### config.mk
export PLATFORM = sky130hd
export DESIGN_NAME = pipeline_hazard_controller
export DESIGN_NICKNAME = d
export VERILOG_FILES = /design/src/rtl/pipeline_hazard_controller.sv
export SDC_FILE = /design/constraint.sdc
export NUM_CORES = 1
export LEC_CHECK = 0
export BUFFER_PORTS_ARGS = -buffer_cell sky130_fd_sc_hd__buf_4
export CORE_AREA = 2 2 78 80
export CTS_CLUSTER_SIZE = 25
export DETAILED_ROUTE_END_ITERATION = 7
export DIE_AREA = 0 0 80 82
export PLACE_DENSITY = 0.66
export SYNTH_ARGS = -nofsm -noshare
export SYNTH_HDL_FRONTEND = slang
export SYNTH_SLANG_ARGS = --single-unit
### constraint.sdc
create_clock -name clk -period 3.85 [get_ports clk]
set_clock_uncertainty 0.2 [all_clocks]
set_input_delay 0.5775 -clock clk [delete_from_list [all_inputs] [get_ports clk]]
set_output_delay 0.5775 -clock clk [all_outputs]
set_load 0.005 [all_outputs]
### src/rtl/pipeline_hazard_controller.sv
// rtl/pipeline_hazard_controller.sv - load-use stall, branch flush and operand forwarding control
module pipeline_hazard_controller (
   input  logic        clk,
   input  logic        reset,
   input  logic [4:0]  ifid_rs1,
   input  logic [4:0]  ifid_rs2,
   input  logic [4:0]  idex_rs1,
   input  logic [4:0]  idex_rs2,
   input  logic [4:0]  idex_rd,
   input  logic        idex_memread,
   input  logic        idex_regwrite,
   input  logic [4:0]  exmem_rd,
   input  logic        exmem_regwrite,
   input  logic [4:0]  memwb_rd,
   input  logic        memwb_regwrite,
   input  logic        branch_taken,
   output logic        pc_write,
   output logic        ifid_write,
   output logic        idex_bubble,
   output logic        ifid_flush,
   output logic        idex_flush,
   output logic        exmem_flush,
   output logic [1:0]  forward_a,
   output logic [1:0]  forward_b,
   output logic [1:0]  state,
   output logic [15:0] stall_count,
   output logic [15:0] flush_count
);

   typedef enum logic [1:0] {
      RUN   = 2'b00,
      STALL = 2'b01,
      FLUSH = 2'b10
   } state_t;

   state_t cur_state;
   state_t nxt_state;
   logic   load_use;
   logic   stall_evt;
   logic   flush_evt;

   function automatic logic [1:0] fwd_sel(
      input logic [4:0] rs,
      input logic [4:0] ex_rd,
      input logic       ex_we,
      input logic [4:0] wb_rd,
      input logic       wb_we
   );
      if (ex_we && (ex_rd != 5'd0) && (ex_rd == rs))
         return 2'b10;
      else if (wb_we && (wb_rd != 5'd0) && (wb_rd == rs))
         return 2'b01;
      else
         return 2'b00;
   endfunction

   always_comb begin
      load_use = idex_memread && idex_regwrite && (idex_rd != 5'd0) &&
                 ((idex_rd == ifid_rs1) || (idex_rd == ifid_rs2));
   end

   always_comb begin
      forward_a = 2'b00;
      forward_b = 2'b00;
      if (!reset) begin
         forward_a = fwd_sel(idex_rs1, exmem_rd, exmem_regwrite, memwb_rd, memwb_regwrite);
         forward_b = fwd_sel(idex_rs2, exmem_rd, exmem_regwrite, memwb_rd, memwb_regwrite);
      end
   end

   // A taken branch outranks a load-use stall; FLUSH ignores both since its slots are squashed.
   always_comb begin
      nxt_state   = cur_state;
      pc_write    = 1'b1;
      ifid_write  = 1'b1;
      idex_bubble = 1'b0;
      ifid_flush  = 1'b0;
      idex_flush  = 1'b0;
      exmem_flush = 1'b0;
      stall_evt   = 1'b0;
      flush_evt   = 1'b0;
      if (reset) begin
         nxt_state   = RUN;
         pc_write    = 1'b0;
         ifid_write  = 1'b0;
         idex_bubble = 1'b1;
         ifid_flush  = 1'b1;
         idex_flush  = 1'b1;
         exmem_flush = 1'b1;
      end else begin
         case (cur_state)
            RUN: begin
               if (branch_taken) begin
                  ifid_flush  = 1'b1;
                  idex_flush  = 1'b1;
                  exmem_flush = 1'b1;
                  flush_evt   = 1'b1;
                  nxt_state   = FLUSH;
               end else if (load_use) begin
                  pc_write    = 1'b0;
                  ifid_write  = 1'b0;
                  idex_bubble = 1'b1;
                  stall_evt   = 1'b1;
                  nxt_state   = STALL;
               end else begin
                  nxt_state   = RUN;
               end
            end
            STALL: begin
               if (branch_taken) begin
                  ifid_flush  = 1'b1;
                  idex_flush  = 1'b1;
                  exmem_flush = 1'b1;
                  flush_evt   = 1'b1;
                  nxt_state   = FLUSH;
               end else begin
                  nxt_state   = RUN;
               end
            end
            FLUSH:   nxt_state = RUN;
            default: nxt_state = RUN;
         endcase
      end
   end

   always_ff @(posedge clk) begin
      if (reset) begin
         cur_state   <= RUN;
         stall_count <= 16'd0;
         flush_count <= 16'd0;
      end else begin
         cur_state <= nxt_state;
         if (stall_evt && (stall_count != 16'hFFFF))
            stall_count <= stall_count + 16'd1;
         if (flush_evt && (flush_count != 16'hFFFF))
            flush_count <= flush_count + 16'd1;
      end
   end

   assign state = cur_state;

endmodule

==> flow_summary.ini <==
[synth]
yosysWarnings = 0
synth_cell_types = 37
yosys.area.top_type = dfxtp_1
syn-num-nets = 320
synthAdderAreaFrac_pct = 1.124
syn_avg_cell_area_um2 = 8.065
synth.most_common_cell = dfxtp_1
synth-compound-area-share_pct = 8.151
synthXorXnorAreaFrac_pct = 16.92
async_flop_share_pct = 0
ys_ff_latch = 34
yosys-top-cells-count = dfxtp_1 (34), nor2_1 (31), xor2_1 (22)
synth_flop_cell = dfxtp_1
syn_area_um2 = 2226
synth_cells = 276
synth_top_family_by_area = simple AND/OR/NAND/NOR gates
seq_area_frac_synth_pct = 30.58
synth_edf_count = 0
synth_top_area_share_pct = 30.58
synthSimpleGateAreaFrac_pct = 35.53
muxShareOfSynthArea_pct = 3.429
synth_area_leaders = dfxtp_1 (31%), xor2_1 (8.7%), xnor2_1 (8.3%)

[detailed_routing]
totalWireLength_um = 5640
avgRoutedWirePerCell_um = 13.06
postRouteAntennaNets = 0
first_pass_iters = 4
drt_iter0_drc = 160
drc = 0
vias = 2249
vias_per_cell = 5.206

[place]
hpwl_um = 4321
port_buffers = 85
finalWeightedCongestion = 0.8220
place_area_um2 = 2908

[worst_hold_path]
hold_end = stall_count[9]
min_path_cells = 2
worstHoldPathType = register to register
min_from = stall_count[9]

[clock_tree]
cts_tree = done
cts_made_buffers = 5
cts_hold_buf = 0
clock-sinks = 34
post_cts_resized = 0
cts-htree-levels = 2
ctsRootBufferMaster = clkbuf_8
clkLatencyLatePin_ns = 0.28
postCtsSetupRepairBufs = 0
clockBufferDepth = 2
clk_pin_slew_ns = 0.07

[grt]
met2_usage_pct = 30.25
overflow = 0
grt_most_used_layer = met2
grtUsageMet3_pct = 2.637
grt_max_degree = 47
antenna_found_initial = 0
grt_pass1_vias = 1947
grt_util_all_layers_pct = 17.22
grt_pass1_wl_um = 9018
grt_use_met1_pct = 21.53

[timing]
setup_violations = 0
slew_headroom_pct = 42.64
fmax_ghz = 0.3469
tns_ns = 0
period_share_pct = 74.88
tightest_slew_ns = 0.8510
rsz0062_at_grt = false
hold_slack_ns = 0.3137
period_needed_ns = 2.883
slew_violations = 0
final_hold_viol_count = 0

[critical_path]
worst_ep_required_time_ns = 3.07
critical_path.reg2reg.startpoint = stall_count[2]
critPathCaptureType = output pin
crit_slowest_cell = or4_1
critPathLaunch = exmem_rd[1]
worstPathArrival_ns = 2.11
worst-setup-path-type = primary input to output pin
critPathLaunchType = primary input
reg2reg_to = stall_count[0]
path_cells = buf_4, or4_1, o21ai_0, nor3_1, nor4_1, buf_4
cp_max_fo = 4
reg2reg_depth = 4
reg2reg_slack_ns = 1.48
max_stage_delay_ns = 0.50
critPathMostFrequentCell = buf_4

[power]
p_seq_share_pct = 49.8
ir_drop_v = 0.0001584
swShare_pct = 24.67
intPower_w = 0.0005411
p_comb_share_pct = 16.2
power_frac_clock_pct = 34.0
power_density_nw_per_um2 = 240.7
power.net_switching_w = 0.0001772
p_leak_nw = 1.121

[floorplanning]
ioPinCount = 86
die_h_um = 82
core_um2 = 5746
fp-row-count = 28
initial_core_util_pct = 38.74
die_area_um2 = 6560
die_w_um = 80

[status]
status = complete, no violations

[finish]
fillers = 575
regArea_um2 = 680.7
antenna_cells = 0
drive_gt1_share_pct = 28.85
fin_area_um2 = 2984
multi_input_area_um2 = 1450
syn_to_final_growth_pct = 34.06
finalNetCount = 401

[flow_run]
max_cap_violations = 0
[layer usage]
| layer | wire length, um | vias to the layer above |
|---|---|---|
| li1 | - | 1153 |
| met1 | 2455 | 1028 |
| met2 | 2873 | 66 |
| met3 | 270 | 2 |
| met4 | 40 | 0 |
| met5 | 0 | - |
[sequential cells by signal, summed over array words and instances, names as in the netlist]
register,flops
stall_count,16
flush_count,16
state,2
[per-stage QoR]
stage                     instances  utilization (%)  worst slack, ns  power (W)
after global placement          425            50.61           0.9451  0.0004816
after detailed placement        425            50.61           0.9621  0.0004831
after floorplan                 276                -            1.270  0.0004226
final                           432            51.94           0.9672  0.0007184
after global routing            432            51.94           0.8123  0.0007573
after CTS                       432            51.94           0.9634  0.0007278
[power by group through the flow]
stage | Combinational [W] | Sequential, W | Clock, W
finish | 0.000117 | 0.000358 | 0.000244
global route | 0.000128 | 0.000358 | 0.000271
CTS | 0.000118 | 0.000358 | 0.000252
detailed placement | 0.000117 | 0.000366 | 0
global placement | 0.000116 | 0.000366 | 0
floorplan | 0.0000572 | 0.000365 | 0
[worst max-delay path by stage]
stage,to,slack (ns),cells after the start
floorplan,forward_b[0],1.27,4
global placement,forward_b[0],0.95,6
detailed placement,forward_b[0],0.96,6
CTS,forward_b[0],0.96,6
global route,forward_b[0],0.81,6
finish,forward_b[0],0.97,6
[cell type report]
class / count / share of cell area [%]
Tap cell: 75 / 3.145
Timing Repair Buffer: 87 / 21.89
Inverter: 8 / 1.006
Multi-Input combinational cell: 221 / 48.60
Clock buffer: 7 / 2.558
Sequential cell: 34 / 22.81
[layout by cell type, fill, tap and decap left out, types with 2 or more instances in the layout]
cell type,count
nor3_1,18
or2_2,3
ha_1,2
or3_1,6
xor2_1,22
inv_1,8
nor3b_1,2
or4_1,11
nand2_1,13
nand2b_1,4
nor2b_1,5
mux2i_1,2
buf_4,87
nor4_1,8
o31ai_1,6
nand3_1,18
a21oi_1,8
clkbuf_8,5
mux2_2,5
nor2_1,31
dfxtp_1,34
xnor2_1,21
and4_1,4
a211oi_1,2
clkbuf_1,2
nand4_1,13
o21ai_0,7
[cells by family after synthesis]
logic type,count (synthesis)
adder cells (fa/ha/maj),2
multiplexers,7
AO/OA/AOI/OAI,27
XOR/XNOR,43
buffers and inverters,21
flip-flops,34
AND/OR/NAND/NOR,142
[critical path, delay by kind of cell]
kind,cells,cell delay (ns)
buf+inv,2,0.28
simple gates,3,0.90
compound gates,1,0.34
Power figures use the tool's default switching activity.
